### config.mk
export PLATFORM = sky130hd
export DESIGN_NAME = datamem_arbiter
export DESIGN_NICKNAME = d
export VERILOG_FILES = /design/src/rtl/datamem_arbiter_pkg.sv /design/src/rtl/datamem_arbiter_arb_pick.sv /design/src/rtl/datamem_arbiter.sv
export SDC_FILE = /design/constraint.sdc
export NUM_CORES = 1
export LEC_CHECK = 0
export CAP_MARGIN = 25
export CORE_MARGIN = 2
export CORE_UTILIZATION = 40
export DETAILED_ROUTE_END_ITERATION = 6
export PLACE_DENSITY = 0.93
export SLEW_MARGIN = 20
export SYNTH_ARGS = -nofsm -noshare
export SYNTH_HDL_FRONTEND = slang
export SYNTH_SLANG_ARGS = --single-unit
### constraint.sdc
create_clock -name clk -period 3.2 [get_ports clk]
set_clock_uncertainty 0.05 [all_clocks]
set_input_delay 0.64 -clock clk [delete_from_list [all_inputs] [get_ports clk]]
set_output_delay 0.64 -clock clk [all_outputs]
set_load 0.02 [all_outputs]
### src/rtl/datamem_arbiter_pkg.sv
// Shared definitions for the data-memory arbiter: FSM encoding, default widths
// and requester index constants.
package datamem_arbiter_pkg;

  localparam int ADDR_W_DEF = 7;
  localparam int DATA_W_DEF = 32;

  localparam logic REQ_CPU    = 1'b0;
  localparam logic REQ_LOADER = 1'b1;

  typedef enum logic [1:0] {
    IDLE  = 2'd0,
    ISSUE = 2'd1,
    HOLD  = 2'd2,
    ACK   = 2'd3
  } state_t;

endpackage

### src/rtl/datamem_arbiter_arb_pick.sv
// Combinational winner selection between the CPU and loader requesters.
// On a tie the requester that was not granted last wins.
module arb_pick
  import datamem_arbiter_pkg::*;
(
  input  logic req0_i,
  input  logic req1_i,
  input  logic last_grant_i,
  output logic grant_o
);

  always_comb begin
    grant_o = REQ_CPU;
    if (req0_i && req1_i) begin
      grant_o = ~last_grant_i;
    end else if (req1_i) begin
      grant_o = REQ_LOADER;
    end
  end

endmodule

### src/rtl/datamem_arbiter.sv
// Two-requester data-memory arbiter: IDLE -> ISSUE -> HOLD -> ACK per transaction.
// Define ARB_ROUND_ROBIN_EN for round-robin tie breaking; otherwise the CPU always wins.
module datamem_arbiter
  import datamem_arbiter_pkg::*;
#(
  parameter int ADDR_W = ADDR_W_DEF,
  parameter int DATA_W = DATA_W_DEF
) (
  input  logic              clk,
  input  logic              rst,
  input  logic              req0,
  input  logic              req1,
  input  logic              we0,
  input  logic              we1,
  input  logic [ADDR_W-1:0] addr0,
  input  logic [ADDR_W-1:0] addr1,
  input  logic [DATA_W-1:0] wdata0,
  input  logic [DATA_W-1:0] wdata1,
  output logic              ack0,
  output logic              ack1,
  output logic [DATA_W-1:0] rdata,
  output logic [ADDR_W-1:0] mem_addr,
  output logic [DATA_W-1:0] mem_wdata,
  output logic              mem_read,
  output logic              mem_write,
  input  logic [DATA_W-1:0] mem_rdata
);

  state_t              state_q, state_d;
  logic                winner_q;
  logic                we_q;
  logic [ADDR_W-1:0]   addr_q;
  logic [DATA_W-1:0]   wdata_q;
  logic [DATA_W-1:0]   rdata_q;
  logic                grant;
  logic                last_grant;
  logic                latch;

  assign latch = (state_q == IDLE) && (req0 || req1);

  arb_pick u_arb_pick (
    .req0_i       (req0),
    .req1_i       (req1),
    .last_grant_i (last_grant),
    .grant_o      (grant)
  );

`ifdef ARB_ROUND_ROBIN_EN
  logic last_q;

  // Reset value names the loader as last winner so the CPU wins the first tie.
  always_ff @(posedge clk or negedge rst) begin
    if (!rst) begin
      last_q <= REQ_LOADER;
    end else if (latch) begin
      last_q <= grant;
    end
  end

  assign last_grant = last_q;
`else
  assign last_grant = REQ_LOADER;
`endif

  always_ff @(posedge clk or negedge rst) begin
    if (!rst) begin
      state_q <= IDLE;
    end else begin
      state_q <= state_d;
    end
  end

  always_comb begin
    state_d   = state_q;
    mem_read  = 1'b0;
    mem_write = 1'b0;
    ack0      = 1'b0;
    ack1      = 1'b0;
    case (state_q)
      IDLE:  if (req0 || req1) state_d = ISSUE;
      ISSUE: begin
        mem_read  = ~we_q;
        mem_write = we_q;
        state_d   = HOLD;
      end
      HOLD:  state_d = ACK;
      ACK: begin
        ack0    = (winner_q == REQ_CPU);
        ack1    = (winner_q == REQ_LOADER);
        state_d = IDLE;
      end
      default: state_d = IDLE;
    endcase
  end

  // Transaction fields stay frozen from the latch until the next latch.
  always_ff @(posedge clk or negedge rst) begin
    if (!rst) begin
      winner_q <= REQ_CPU;
      we_q     <= 1'b0;
      addr_q   <= '0;
      wdata_q  <= '0;
      rdata_q  <= '0;
    end else begin
      if (latch) begin
        winner_q <= grant;
        we_q     <= grant ? we1    : we0;
        addr_q   <= grant ? addr1  : addr0;
        wdata_q  <= grant ? wdata1 : wdata0;
      end
      if ((state_q == HOLD) && !we_q) begin
        rdata_q <= mem_rdata;
      end
    end
  end

  assign mem_addr  = addr_q;
  assign mem_wdata = wdata_q;
  assign rdata     = rdata_q;

endmodule

==> results.ini <==
[pwr]
power_leakage_uw = 0.002172
intPower_uw = 3251
switching_share = 0.3986
vdd_drop_max_mv = 0.4170
p_switching_uw = 2155
pwr-share-seq = 0.332
powerDensity_nw_per_um2 = 984.9
clkPwrFrac = 0.120
comb_power_share = 0.548

[sta]
hold_viol_final = 0
fin_tns_setup_ns = 0
tightest_slew_ns = 0.7037
period_share = 0.7844
fmax_mhz = 398.4
rsz0062_at_grt = no
finalCriticalPeriod_ns = 2.510
final-max-slew-violation-count = 0
setup_viol_count_final = 0
slew_headroom = 0.5309

[finish]
insertedDiodeCount = 0
drive_above_1_share = 0.1135
register_area_um2 = 1877
fin_nets = 618
multi_input_area_um2 = 1319
fill_cells = 592
final_cells = 607
syn2layout_area_growth_pct = 65.48

[critical_path]
start_kind = flop
critPathTopFamily = buffers and inverters
worstPathMaxFanout = 4
worst_ep_arrival_time_ns = 1.82
r2r-start = state_q[0]$_DFFE_PN0P_
r2r_cells = 6
crit_chain = inv_1, ha_1, nor2b_1, clkdlybuf4s50_1
worstSetupStartpoint = state_q[1]$_DFFE_PN0P_
crit_type = flop to output pin
crit_cells = 4
crit_path_end_kind = output pin
cp.required_ns = 2.51
cp.buffers_inverters = 2
crit_slowest_cell = clkdlybuf4s50_1
cp_slowest_stage_delay_ns = 0.61

[status]
status = completed

[cts]
cts-root-buf = clkbuf_8
post_cts_resized = 0
worstSkewPairLatency_ns = 0.32
clock_path_buffers = 2
clkTransAtPathRegs_ns = 0.08
cts_buffers = 9
cts_hold_buf = 0
post-cts-setup-buffers = 0
htreeDepth = 3
cts_tree = built
clock_sink_count = 75

[global_routing]
grt_overflow_total = 0
grt_start_max_net_pins = 76
antenna_found_initial = 0
grt_pass1_vias = 3178
grt_pass1_wl_mm = 14.97
track_usage = 0.2131

[logic_synthesis]
synth_top_area_share = 0.5658
yosysSeqAreaShare = 0.5658
yosysTopAreaCell = dfrtp_1
ys_seq_elements = 75
yosysUniqueCellTypes = 20
syn-num-nets = 435
avgSynthCellArea_um2 = 10.56
yosysWarnings = 0
syn-cell-area_um2 = 3317
syn_inst = 314
synth_area_leaders = dfrtp_1 (57%), nor3_1 (12%), mux2_2 (10%), o22ai_1 (7.4%), nor2_1 (4.6%)

[route]
vias_per_cell = 5.255
first_pass_iters = 4
drc = 0
drtAntennaViolNets = 0
wire_per_inst_um = 16.11
vias = 3190
drt_iter0_markers = 115
routed_wl_mm = 9.781

[placement]
gp_congestion = 0.7614
io_buffers = 190
dpl.hpwl_mm = 7.064
dp_cells = 590

[floorplan]
coreArea_um2 = 8134
die_w_um = 95.06
dieArea_um2 = 9036
placementRows = 33
die_h_um = 95.06
initial_core_util = 0.4078
io_pins = 191

[hold_path]
hold_path_class = primary input to async pin

[job]
maxCapViolCount = 0

## layout make-up
type / instances / share of cell area
timing repair buffer: 198 / 0.3592
sequential: 75 / 0.3419
multi-input combinational: 210 / 0.2403
clock buffer: 11 / 0.02576
tap: 105 / 0.02393
clock inverter: 5 / 0.006838
inverter: 3 / 0.002052
## power by group through the flow
stage          Combinational (µW)  Clock (µW)  Sequential (µW)
3_5_place_dp                 2990           0             1810
6_report                     2960         647             1800
5_1_grt                      3200         703             1860
2_1_floorplan                1040           0             2330
4_1_cts                      2990         669             1800
3_3_place_gp                 2900           0             1780
## cells in the mapped netlist
master	n
a21oi_1	3
and2_1	2
buf_2	12
clkbuf_1	14
dfrtp_1	75
ha_1	5
inv_1	3
mux2_1	2
mux2_2	30
mux2_4	1
mux2i_1	1
nand2_1	1
nand2b_1	1
nor2_1	41
nor2b_1	3
nor3_1	78
o22ai_1	39
o32ai_1	1
or2_1	1
or2_4	1
## kinds of logic (layout without fill, tap and decap cells)
family / count (synthesis) / count (layout) / synth area share
AOI/OAI and AO/OA: 43 / 43 / 0.08072
buffers and inverters: 29 / 217 / 0.03734
and+or+nand+nor: 128 / 128 / 0.1811
muxes: 34 / 34 / 0.1162
DFF: 75 / 75 / 0.5658
adders and majority gates: 5 / 5 / 0.01886
## final timing paths
check,end,slack [ns]
max in group asynchronous,mem_wdata[1]$_DFFE_PN0P_,2.30
hold / removal,rdata[11]$_DFFE_PN0P_,0.22
setup reg to reg,we_q$_DFFE_PN0P_,1.05
min in group clk,rdata[11]$_DFFE_PN0P_,0.46
hold reg to reg,rdata[11]$_DFFE_PN0P_,0.46
setup / recovery,mem_read,0.69
## stage by stage
step / total power [µW] / area, µm² / hold WS [ns] / worst slack [ns] / utilization
detailed placement: 4799 / 5290 / 0.4449 / 0.9812 / 0.6504
global placement: 4678 / 5290 / 0.4199 / 1.090 / 0.6504
CTS: 5462 / 5469 / 0.4226 / 0.6545 / 0.6724
finish: 5406 / 5489 / 0.2200 / 0.6898 / 0.6748
global route: 5759 / 5489 / 0.2557 / 0.5581 / 0.6748
floorplan: 3373 / 3317 / 0.2944 / 1.533 / -
## cells in the final DEF (no fill, tap or decap), types with 2 or more instances in the layout
cell type | netlist | final
nor3_1 | 78 | 78
mux2_1 | 2 | 2
clkinvlp_4 | 0 | 2
o22ai_1 | 39 | 39
buf_4 | 0 | 8
clkbuf_8 | 0 | 10
inv_1 | 3 | 3
and2_1 | 2 | 2
clkdlybuf4s50_1 | 0 | 189
nor2b_1 | 3 | 2
nor2_1 | 41 | 41
a21oi_1 | 3 | 3
mux2_2 | 30 | 30
dfrtp_1 | 75 | 75
ha_1 | 5 | 5
## registers in the layout, indices dropped and copies added, names as in the netlist
name / cells
rdata: 32
winner_q: 1
state_q: 2
mem_wdata: 32
mem_addr: 7
we_q: 1
## routing by layer
layer  GRT usage  wire (µm)  share of wire  vias up
met5           0          0              0        -
met4     0.09179        231          0.024        0
met3     0.04743        738          0.075       20
met2      0.3721       4915           0.50      159
met1      0.2518       3895           0.40     1517
li1            -          -              -     1494
No activity file was read; power rests on OpenSTA's default activity.
